$ cat config.mk
export PLATFORM = sky130hd
export DESIGN_NAME = lock_keyer
export DESIGN_NICKNAME = d
export VERILOG_FILES = /design/src/rtl/lock_keyer.sv
export SDC_FILE = /design/constraint.sdc
export NUM_CORES = 1
export LEC_CHECK = 0
export CORE_MARGIN = 5
export CORE_UTILIZATION = 55
export CTS_CLUSTER_DIAMETER = 40
export CTS_CLUSTER_SIZE = 8
export DETAILED_ROUTE_END_ITERATION = 10
export MAX_ROUTING_LAYER = met4
export PLACE_DENSITY = 0.82
export SETUP_SLACK_MARGIN = 0.3
export SLEW_MARGIN = 20
export SYNTH_ARGS = -nofsm -noshare
export SYNTH_HDL_FRONTEND = slang
export SYNTH_SLANG_ARGS = --single-unit
$ cat constraint.sdc
create_clock -name clk -period 7.1 [get_ports clk]
set_clock_uncertainty 0.2 [all_clocks]
set_input_delay 1.42 -clock clk [delete_from_list [all_inputs] [get_ports clk]]
set_output_delay 1.42 -clock clk [all_outputs]
set_load 0.01 [all_outputs]
$ cat src/rtl/lock_keyer.sv
// lock_keyer: drives a combination lock's b0/b1/enter pulses from a stored
// key, either once (single mode) or counting upward until the lock opens or
// the key reaches all ones (sweep mode).
module lock_keyer #(
   parameter int CODE_SIZE = 8,
   parameter int GAP       = 1
) (
   input  logic                 clk,
   input  logic                 reset_n,
   input  logic                 start,
   input  logic                 sweep,
   input  logic [CODE_SIZE-1:0] key,
   input  logic                 locked,
   output logic                 b0,
   output logic                 b1,
   output logic                 enter,
   output logic                 busy,
   output logic                 done,
   output logic                 found,
   output logic [CODE_SIZE-1:0] candidate,
   output logic [CODE_SIZE:0]   attempts
);

   localparam int IDX_W = (CODE_SIZE > 1) ? $clog2(CODE_SIZE) : 1;
   localparam int GAP_W = (GAP > 1) ? $clog2(GAP) : 1;

   typedef enum logic [2:0] {
      S_IDLE, S_SHIFT, S_GAP, S_ENTER, S_CHECK, S_DONE
   } state_t;

   state_t               state_q, state_d;
   logic [IDX_W-1:0]     idx_q, idx_d;
   logic [GAP_W-1:0]     gap_q, gap_d;
   logic                 mode_q, mode_d;
   logic [CODE_SIZE-1:0] cand_q, cand_d;
   logic                 found_q, found_d;
   logic [CODE_SIZE:0]   att_q, att_d;
   logic                 b0_q, b0_d, b1_q, b1_d, enter_q, enter_d;
   logic                 busy_q, busy_d, done_q, done_d;
   logic                 bit_end;
   logic [IDX_W-1:0]     bit_sel;

   // Next-state and datapath; pulse outputs are decoded from the next state
   // so that the registered pulse appears in the same cycle as its state.
   always_comb begin
      state_d = state_q;
      idx_d   = idx_q;
      gap_d   = gap_q;
      mode_d  = mode_q;
      cand_d  = cand_q;
      found_d = found_q;
      att_d   = att_q;
      bit_end = 1'b0;
      case (state_q)
         S_IDLE: begin
            if (start) begin
               state_d = S_SHIFT;
               cand_d  = key;
               mode_d  = sweep;
               found_d = 1'b0;
               att_d   = '0;
               idx_d   = '0;
            end
         end
         S_SHIFT: begin
            if (GAP > 0) begin
               state_d = S_GAP;
               gap_d   = GAP_W'(GAP - 1);
            end else begin
               bit_end = 1'b1;
            end
         end
         S_GAP: begin
            if (gap_q == '0) bit_end = 1'b1;
            else             gap_d   = gap_q - GAP_W'(1);
         end
         S_ENTER: state_d = S_CHECK;
         S_CHECK: begin
            if (!locked) begin
               found_d = 1'b1;
               state_d = S_DONE;
            end else if (!mode_q || (&cand_q)) begin
               state_d = S_DONE;
            end else begin
               cand_d  = cand_q + CODE_SIZE'(1);
               idx_d   = '0;
               state_d = S_SHIFT;
            end
         end
         S_DONE:  state_d = S_IDLE;
         default: state_d = S_IDLE;
      endcase

      // End of a bit slot: either the next bit or the enter pulse
      if (bit_end) begin
         if (idx_q == IDX_W'(CODE_SIZE - 1)) begin
            state_d = S_ENTER;
            att_d   = att_q + (CODE_SIZE+1)'(1);
         end else begin
            idx_d   = idx_q + IDX_W'(1);
            state_d = S_SHIFT;
         end
      end

      // MSB first: bit index 0 selects the top bit of the candidate
      bit_sel = IDX_W'(CODE_SIZE - 1) - idx_d;
      b1_d    = (state_d == S_SHIFT) &&  cand_d[bit_sel];
      b0_d    = (state_d == S_SHIFT) && !cand_d[bit_sel];
      enter_d = (state_d == S_ENTER);
      busy_d  = (state_d == S_SHIFT) || (state_d == S_GAP) ||
                (state_d == S_ENTER) || (state_d == S_CHECK);
      done_d  = (state_d == S_DONE);
   end

   // State and output registers with synchronous reset
   always_ff @(posedge clk) begin
      if (!reset_n) begin
         state_q <= S_IDLE;
         idx_q   <= '0;
         gap_q   <= '0;
         mode_q  <= 1'b0;
         cand_q  <= '0;
         found_q <= 1'b0;
         att_q   <= '0;
         b0_q    <= 1'b0;
         b1_q    <= 1'b0;
         enter_q <= 1'b0;
         busy_q  <= 1'b0;
         done_q  <= 1'b0;
      end else begin
         state_q <= state_d;
         idx_q   <= idx_d;
         gap_q   <= gap_d;
         mode_q  <= mode_d;
         cand_q  <= cand_d;
         found_q <= found_d;
         att_q   <= att_d;
         b0_q    <= b0_d;
         b1_q    <= b1_d;
         enter_q <= enter_d;
         busy_q  <= busy_d;
         done_q  <= done_d;
      end
   end

   assign b0        = b0_q;
   assign b1        = b1_q;
   assign enter     = enter_q;
   assign busy      = busy_q;
   assign done      = done_q;
   assign found     = found_q;
   assign candidate = cand_q;
   assign attempts  = att_q;

endmodule

==> flow_summary.yaml, run 1 <==
run_status:
  status: "finished, final reports clean"
worst_setup_path:
  path_buf_inv: 1
  r2r_cells: 6
  criticalPathCategory: "primary input to register"
  cpMostUsedCell: "o2111a_1"
  path_cells: "clkdlybuf4s50_1 -> nor4b_1 -> a311o_2 -> a31oi_1 -> o2111a_1 -> o2111a_1 -> o31a_1"
  r2r-start: "state_q[2]$_SDFF_PN0_"
  crit_path_end_kind: "register"
  cp-start-kind: "primary input"
  path_delay_family: "compound AO/OA/AOI/OAI gates"
  worstPathRequired_ns: 7.12
  crit_arrival_ns: 3.92
  crit_slowest_cell: "clkdlybuf4s50_1"
  critical-path-max-stage-delay_ns: 0.80
  cp.depth: 7
  r2r_slack_ns: 4.26
  reg2reg_to: "b1$_SDFF_PN0_"
  worstPathMaxFanout: 16
cts:
  post_cts_resized: 0
  ctsHoldBuffers: 0
  tritoncts: "built"
  cts_root_buf: "clkbuf_4"
  clkSinkCount: 30
  clk_latency_ns: 0.33
  numCtsBuffers: 5
  htreeDepth: 2
  cts_setup_buffers: 0
  clockBufferDepth: 2
  clkTransAtPathRegs_ns: 0.09
flow_run:
  maxCapViolations: 0
timing:
  tns_ns: 0
  finalHoldViolations: 0
  rsz0062_at_grt: "false"
  drv_slew: 0
  worst_pin_slew_ns: 0.800
  fin_crit_ns: 3.90
  slew_headroom: 0.466
  max_freq_mhz: 256
  fin_crit_sh: 0.550
  setup-violations-final: 0
drt:
  drtAntennaViolNets: 0
  wirelength_mm: 4.98
  num_vias: 1846
  routed.top_layer: "met4"
  wl_met3_um: 455
  drcViolationCount: 0
  drt_iter0_markers: 302
  viasPerCell: 6.32
  wl_met2_mm: 2.20
  firstDrtPassIters: 5
  drt-met1-wl_mm: 2.25
  post_drt_wl_per_cell_um: 17.0
final_layout:
  syn_to_final_growth_pct: 21.8
  diodes: 0
  fin_nets: 264
  stdcell_count: 292
  drive_gt1_frac: 0.0887
  fillCellCount: 278
yosys:
  synthTopCellsByCount: "dfxtp_1 (30), nand2_1 (23), nor2_1 (20)"
  syn-mean-instance-area_sq_um: 8.23
  synthFlopType: "dfxtp_1"
  ys_types: 57
  synthTopCellsByArea: "dfxtp_1 (33%), nand2_1 (4.8%), a21oi_1 (4.2%)"
  syn_area_sq_um: 1800
  syn-num-nets: 236
  synth.yosys.seq_area_share: 0.333
  synthCells: 219
  synth_edf_count: 0
  async_flop_share: 0
  yosysMostFrequentCell: "dfxtp_1"
  post-synth-top-area-fraction: 0.333
  yosysTopAreaCell: "dfxtp_1"
  synth_warnings: 0
  synth_seq_cells: 30
min_path:
  hp-class: "register to register"
  min_path_cells: 2
  hp-start: "found$_SDFFE_PN0P_"
  min_to: "found$_SDFFE_PN0P_"
die:
  io_pins: 36
  die_area_sq_um: 4520
  die_height_um: 67.2
  dieWidth_um: 67.2
  num_rows: 20
  start_util: 0.581
  core_area_sq_um: 3100
placed_design:
  gp_congestion: 0.988
  place_hpwl_mm: 3.61
  io_buffers: 35
  placedCellCount: 284
global_routing:
  grt-ovfl-total: 0
  antenna_found_initial: 0
  grt_max_degree: 26
  grt_usage: 0.246
  grt_first_pass_wirelength_mm: 8.21
  first_global_vias: 1677
power:
  vdd_drop_max_mv: 0.139
  p_per_area_nw_per_um2: 167
  p_leak_nw: 0.725
[area by class of cell]
type                            instances  area (sq um)  share of cell area
Timing Repair Buffer                   35           350               0.160
Sequential cell                        30           601               0.274
Clock inverter                          1          5.00             0.00228
Tap cell                               44          55.1              0.0251
Multi-Input combinational cell        172          1120               0.509
Clock buffer                            7          55.1              0.0251
Inverter                                3          11.3             0.00513
[metrics by stage]
step | hold WS (ns) | setup WS, ns | total power [mW] | instance area, sq um | utilization
finish | 0.270 | 3.20 | 0.366 | 2190 | 0.707
global route | 0.320 | 3.01 | 0.385 | 2190 | 0.707
CTS | 0.278 | 3.25 | 0.367 | 2190 | 0.707
detailed placement | 0.266 | 2.89 | 0.262 | 2130 | 0.688
global placement | 0.257 | 2.99 | 0.262 | 2130 | 0.688
floorplan | 0.290 | 3.91 | 0.235 | 1800 | -
[power by group]
group | switching (mW) | internal, mW
combinational | 0.0362 | 0.0348
sequential | 0.0146 | 0.175
clock | 0.0574 | 0.0479
total | 0.108 | 0.258
[worst max-delay path by stage]
stage	from	endpoint
4_1_cts	start	b1$_SDFF_PN0_
6_report	start	b1$_SDFF_PN0_
2_1_floorplan	start	b1$_SDFF_PN0_
3_5_place_dp	start	b1$_SDFF_PN0_
5_1_grt	start	b1$_SDFF_PN0_
3_3_place_gp	start	b1$_SDFF_PN0_
[per-layer routing]
metal	vias to the layer above	track usage
li1	895	-
met1	850	0.339
met2	93	0.350
met3	8	0.0582
met4	0	0.0861
met5	-	-
[kinds of logic (layout without fill, tap and decap cells)]
kind of cell             after synthesis  after routing  synth area share
multiplexers                           6              6            0.0368
buffers and inverters                 17             46            0.0465
XOR/XNOR                               2              2           0.00972
AO/OA/AOI/OAI                         57             57             0.240
flip-flops                            30             30             0.333
AND/OR/NAND/NOR                      103            103             0.306
adder cells (fa/ha/maj)                4              4            0.0278
[flip-flops by register name, summed over array words and instances, names as in the netlist]
name,count
attempts,9
candidate,8
idx_q,3
state_q,3
b0,1
b1,1
busy,1
done,1
enter,1
found,1
mode_q,1
[cells in the final DEF, fill, tap and decap left out, drive strengths merged, types with 5 or more instances in the layout]
master,n
a21oi,15
mux2,5
clkdlybuf4s50,35
nor4,8
dfxtp,30
o21ai,10
nand3,9
nand2,23
and3,5
nor2,20
nor3,12
clkbuf,7
nand4,6
[worst reg2reg max path, cell delays in order (launching register included)]
cell,delay [ns]
dfxtp_1,0.85
or3b_1,0.54
a2111oi_4,0.38
nor3_1,0.15
mux2i_1,0.19
o32ai_2,0.12
o31a_1,0.30
(Power assumes the default switching activity.)
==> run 2, diff against run 1 <==
Settings changed: CORE_UTILIZATION 55 to 51, PLACE_DENSITY 0.82 to 0.77.
Clock period 7.1 ns to 4 ns, I/O delays scaled along.
==> run 2 against run 1 <==
Critical path depth is 1 higher. Via count decreased by 1.0%. Sequential share of layout area decreased by 0.43 points. Non-clock buffer count rose by 2. Final cell count up 1.4%. Clock power is 130% higher. Hold slack gained 0.0070 ns. Register-to-register slack lost 3.2 ns. Clock-buffer cell count down 2. Global-route usage fell by 3.9 points. Cell area grew 1.6%. Total power increased by 92%.
==> flow_summary.yaml, run 2 (synthesis results as in run 1) <==
placed_design:
  place_hpwl_mm: 3.38
  gp_congestion: 0.916
  dp_slack_ns: 0.686
  io_buffers: 35
timing:
  drv_slew: 0
  fin_crit_sh: 0.749
  setup_ws_ns: 1.01
  setup-violations-final: 0
  slew_headroom: 0.450
  rsz0062_at_grt: "false"
  fin_crit_ns: 2.99
  max_freq_mhz: 334
  finalHoldViolations: 0
  tns_ns: 0
  worst_pin_slew_ns: 0.824
cts:
  numCtsBuffers: 5
  clockBufferDepth: 2
  clkSinkCount: 30
  tritoncts: "built"
  ctsHoldBuffers: 0
  post_cts_resized: 0
  cts_setup_buffers: 0
  htreeDepth: 2
  clkTransAtPathRegs_ns: 0.09
  clk_latency_ns: 0.34
  cts_root_buf: "clkbuf_4"
drt:
  drt_iter0_markers: 248
  viasPerCell: 6.17
  drtAntennaViolNets: 0
  num_vias: 1827
  wirelength_mm: 4.74
  firstDrtPassIters: 5
  post_drt_wl_per_cell_um: 16.0
  drcViolationCount: 0
power:
  p_per_area_nw_per_um2: 315
  vdd_drop_max_mv: 0.361
  p_leak_nw: 0.744
worst_setup_path:
  worstPathRequired_ns: 4.02
  crit_arrival_ns: 3.02
  worstPathMaxFanout: 5
  cp-start-kind: "primary input"
  crit_path_end_kind: "register"
  r2r_slack_ns: 1.02
  criticalPathCategory: "primary input to register"
die:
  io_pins: 36
  num_rows: 21
  die_height_um: 69.4
  dieWidth_um: 69.4
  start_util: 0.532
  core_area_sq_um: 3390
  die_area_sq_um: 4820
final_layout:
  drive_gt1_frac: 0.100
  syn_to_final_growth_pct: 23.8
  utilization: 0.658
  most-common-layout-cells: "clkdlybuf4s50_1 (35), dfxtp_1 (30), nand2_1 (23)"
  mostFrequentLayoutCell: "clkdlybuf4s50_1"
  fin_nets: 266
  largest_reg_flops: 9
  multi_input_area_sq_um: 1120
  diodes: 0
  fillCellCount: 275
  register_area_sq_um: 601
min_path:
  hp-class: "register to register"
global_routing:
  grt-ovfl-total: 0
  grt_max_degree: 26
  grt_first_pass_wirelength_mm: 7.86
  grt_usage: 0.207
  first_global_vias: 1595
  antenna_found_initial: 0
run_status:
  status: "finished, final reports clean"
flow_run:
  maxCapViolations: 0
-- run 2: worst paths after layout --
kind                              start                  to  depth (start not counted)
setup / recovery                  start       b1$_SDFF_PN0_                          8
hold / removal       found$_SDFFE_PN0P_  found$_SDFFE_PN0P_                          2
setup reg to reg  state_q[2]$_SDFF_PN0_       b1$_SDFF_PN0_                          6
hold reg to reg      found$_SDFFE_PN0P_  found$_SDFFE_PN0P_                          2
-- run 2: final cells by class --
class	count	share of cell area
repair buffers	37	0.164
clock inverters	3	0.0180
inverters	3	0.00505
well taps	46	0.0258
multi-input cells	172	0.501
flip-flops and latches	30	0.269
clock buffers	5	0.0168
-- run 2: stage by stage --
| step | std cells | power (mW) | area, sq um | hold slack [ns] |
|---|---|---|---|---|
| after floorplan | 219 | 0.416 | 1800 | 0.290 |
| after global placement | 288 | 0.466 | 2150 | 0.263 |
| after detailed placement | 288 | 0.466 | 2150 | 0.267 |
| after CTS | 296 | 0.707 | 2230 | 0.280 |
| after global routing | 296 | 0.738 | 2230 | 0.293 |
| final | 296 | 0.703 | 2230 | 0.277 |
-- run 2: worst max-delay path, stage by stage --
cell and delay, ns:
clkdlybuf4s50_1 0.48, nor4b_1 0.18, buf_4 0.19, a311o_2 0.33
a31oi_1 0.34, mux2i_1 0.28, o32ai_2 0.12, o31a_1 0.31
-- run 2: power by group --
group          total, mW  switching (mW)  leakage, nW  internal [mW]
sequential         0.335          0.0240        0.244          0.311
clock              0.241           0.112       0.0450          0.129
combinational      0.126          0.0625        0.455         0.0635
-- run 2: routing by layer --
layer,track usage,vias to the layer above,share of wire
met3,0.0507,9,0.093
met4,0.0716,0,0.018
met5,-,-,0
met1,0.286,835,0.46
met2,0.291,85,0.43
li1,-,898,-
==> run 3, diff against run 2 <==
Clock period 4 ns to 2.81 ns, I/O delays scaled along.
==> run 3 against run 2 <==
First-iteration DRC count up 15%. Global-route usage up 1.3 points. Critical path depth down 1. Setup slack worse by 0.67 ns. Register-to-register slack worse by 0.68 ns. Utilization up 11 points. Flip-flop and latch count unchanged. Critical path type is now register to register. Largest cell class unchanged. Largest power group unchanged. Highest routed layer unchanged.
==> flow_summary.yaml, run 3 (synthesis results as in run 1) <==
timing:
  fin_crit_sh: 0.879
  max_freq_mhz: 405
  fin_crit_ns: 2.47
  slew_headroom: 0.717
  drv_slew: 0
  rsz0062_at_grt: "false"
  setup-violations-final: 0
  worst_pin_slew_ns: 0.421
  finalHoldViolations: 0
  fin_hold_ws_ns: 0.269
  tns_ns: 0
flow_run:
  maxCapViolations: 0
final_layout:
  most-common-layout-cells: "clkdlybuf4s50_1 (33), nand2_1 (23), buf_4 (23)"
  multi_input_area_sq_um: 1330
  mostFrequentLayoutCell: "clkdlybuf4s50_1"
  fillCellCount: 224
  fin_nets: 288
  largest_reg_flops: 9
  diodes: 0
  register_area_sq_um: 616
  utilization: 0.772
  syn_to_final_growth_pct: 45.3
  drive_gt1_frac: 0.298
cts:
  clk_latency_ns: 0.34
  tritoncts: "built"
  cts_root_buf: "clkbuf_4"
  clkSinkCount: 30
  clkTransAtPathRegs_ns: 0.09
  ctsHoldBuffers: 0
  htreeDepth: 2
  numCtsBuffers: 5
  clockBufferDepth: 2
worst_setup_path:
  crit_path_end_kind: "register"
  crit_arrival_ns: 2.48
  criticalPathCategory: "register to register"
  worstPathMaxFanout: 8
  r2r-start: "state_q[0]$_SDFF_PN0_"
  worstPathRequired_ns: 2.82
  cp-start-kind: "register"
  setup.worst_path.start: "state_q[0]$_SDFF_PN0_"
drt:
  drt_iter0_markers: 285
  post_drt_wl_per_cell_um: 16.8
  viasPerCell: 6.16
  drcViolationCount: 0
  wirelength_mm: 5.34
  drtAntennaViolNets: 0
  firstDrtPassIters: 4
  num_vias: 1959
global_routing:
  grt_max_degree: 23
  antenna_found_initial: 0
  grt-ovfl-total: 0
  grt_usage: 0.219
  grt_first_pass_wirelength_mm: 8.45
  first_global_vias: 1735
die:
  num_rows: 21
  io_pins: 36
  dieWidth_um: 69.4
  start_util: 0.532
  die_height_um: 69.4
  core_area_sq_um: 3390
  die_area_sq_um: 4820
min_path:
  hp-start: "found$_SDFFE_PN0P_"
  hp-class: "register to register"
placed_design:
  gp_congestion: 0.984
  place_hpwl_mm: 3.75
  io_buffers: 35
power:
  vdd_drop_max_mv: 0.274
  p_leak_nw: 0.890
  p_per_area_nw_per_um2: 381
run_status:
  status: "finished, final reports clean"
-- run 3: cell count changes in the layout (fill, tap and decap cells not counted), moves of 3 or more --
cell / before / now
dfxtp_1: 30 / 20
ha_1: 4 / 1
o221ai_4: 0 / 3
dfxtp_2: 0 / 9
nor3_1: 12 / 7
nor3_2: 0 / 5
buf_4: 2 / 23
-- run 3: critical path, stage by stage, from the launching register on --
cell and delay (ns):
dfxtp_2 0.40, buf_4 0.19, or3b_4 0.45, nor4_1 0.40, nor3_1 0.13, nor2_1 0.21
o32ai_4 0.13, o31a_1 0.25
-- run 3: metal layers --
layer | up-vias | global-route usage | share of wire
met5 | - | - | 0
met4 | 0 | 0.0716 | 0.013
met3 | 12 | 0.0638 | 0.10
met2 | 98 | 0.314 | 0.46
met1 | 906 | 0.296 | 0.43
li1 | 943 | - | -
-- run 3: through the flow --
| stage | cell area (sq um) | instances | power [mW] | setup WS, ns |
|---|---|---|---|---|
| floorplan | 1800 | 219 | 0.593 | 0.350 |
| global placement | 2270 | 304 | 0.682 | -0.0526 |
| detailed placement | 2270 | 304 | 0.682 | -0.0738 |
| CTS | 2360 | 312 | 0.957 | 0.300 |
| global route | 2620 | 318 | 1.05 | 0.256 |
| finish | 2620 | 318 | 0.997 | 0.339 |
-- run 3: final timing paths --
check	end	slack, ns	cells after the start
min reg2reg	found$_SDFFE_PN0P_	0.27	2
max reg2reg	b1$_SDFF_PN0_	0.34	7
min	found$_SDFFE_PN0P_	0.27	2
max	b1$_SDFF_PN0_	0.34	7
-- run 3: timing repair --
action	CTS	global route
pin swaps	0	17
buffers inserted	0	6
resized for setup	8	45
endpoints found under the setup margin	2	2
hold endpoints to repair	0	0
-- run 3: power by group --
| group | internal, mW | total (mW) | switching (mW) |
|---|---|---|---|
| sequential | 0.445 | 0.479 | 0.0341 |
| clock | 0.121 | 0.268 | 0.147 |
| combinational | 0.127 | 0.250 | 0.123 |
-- run 3: final cells by class --
cell class | instances | share of cell area
clock inverters | 1 | 0.00191
repair buffers | 59 | 0.207
well taps | 46 | 0.0220
clock buffers | 7 | 0.0210
multi-input cells | 172 | 0.507
inverters | 3 | 0.00574
flip-flops and latches | 30 | 0.235
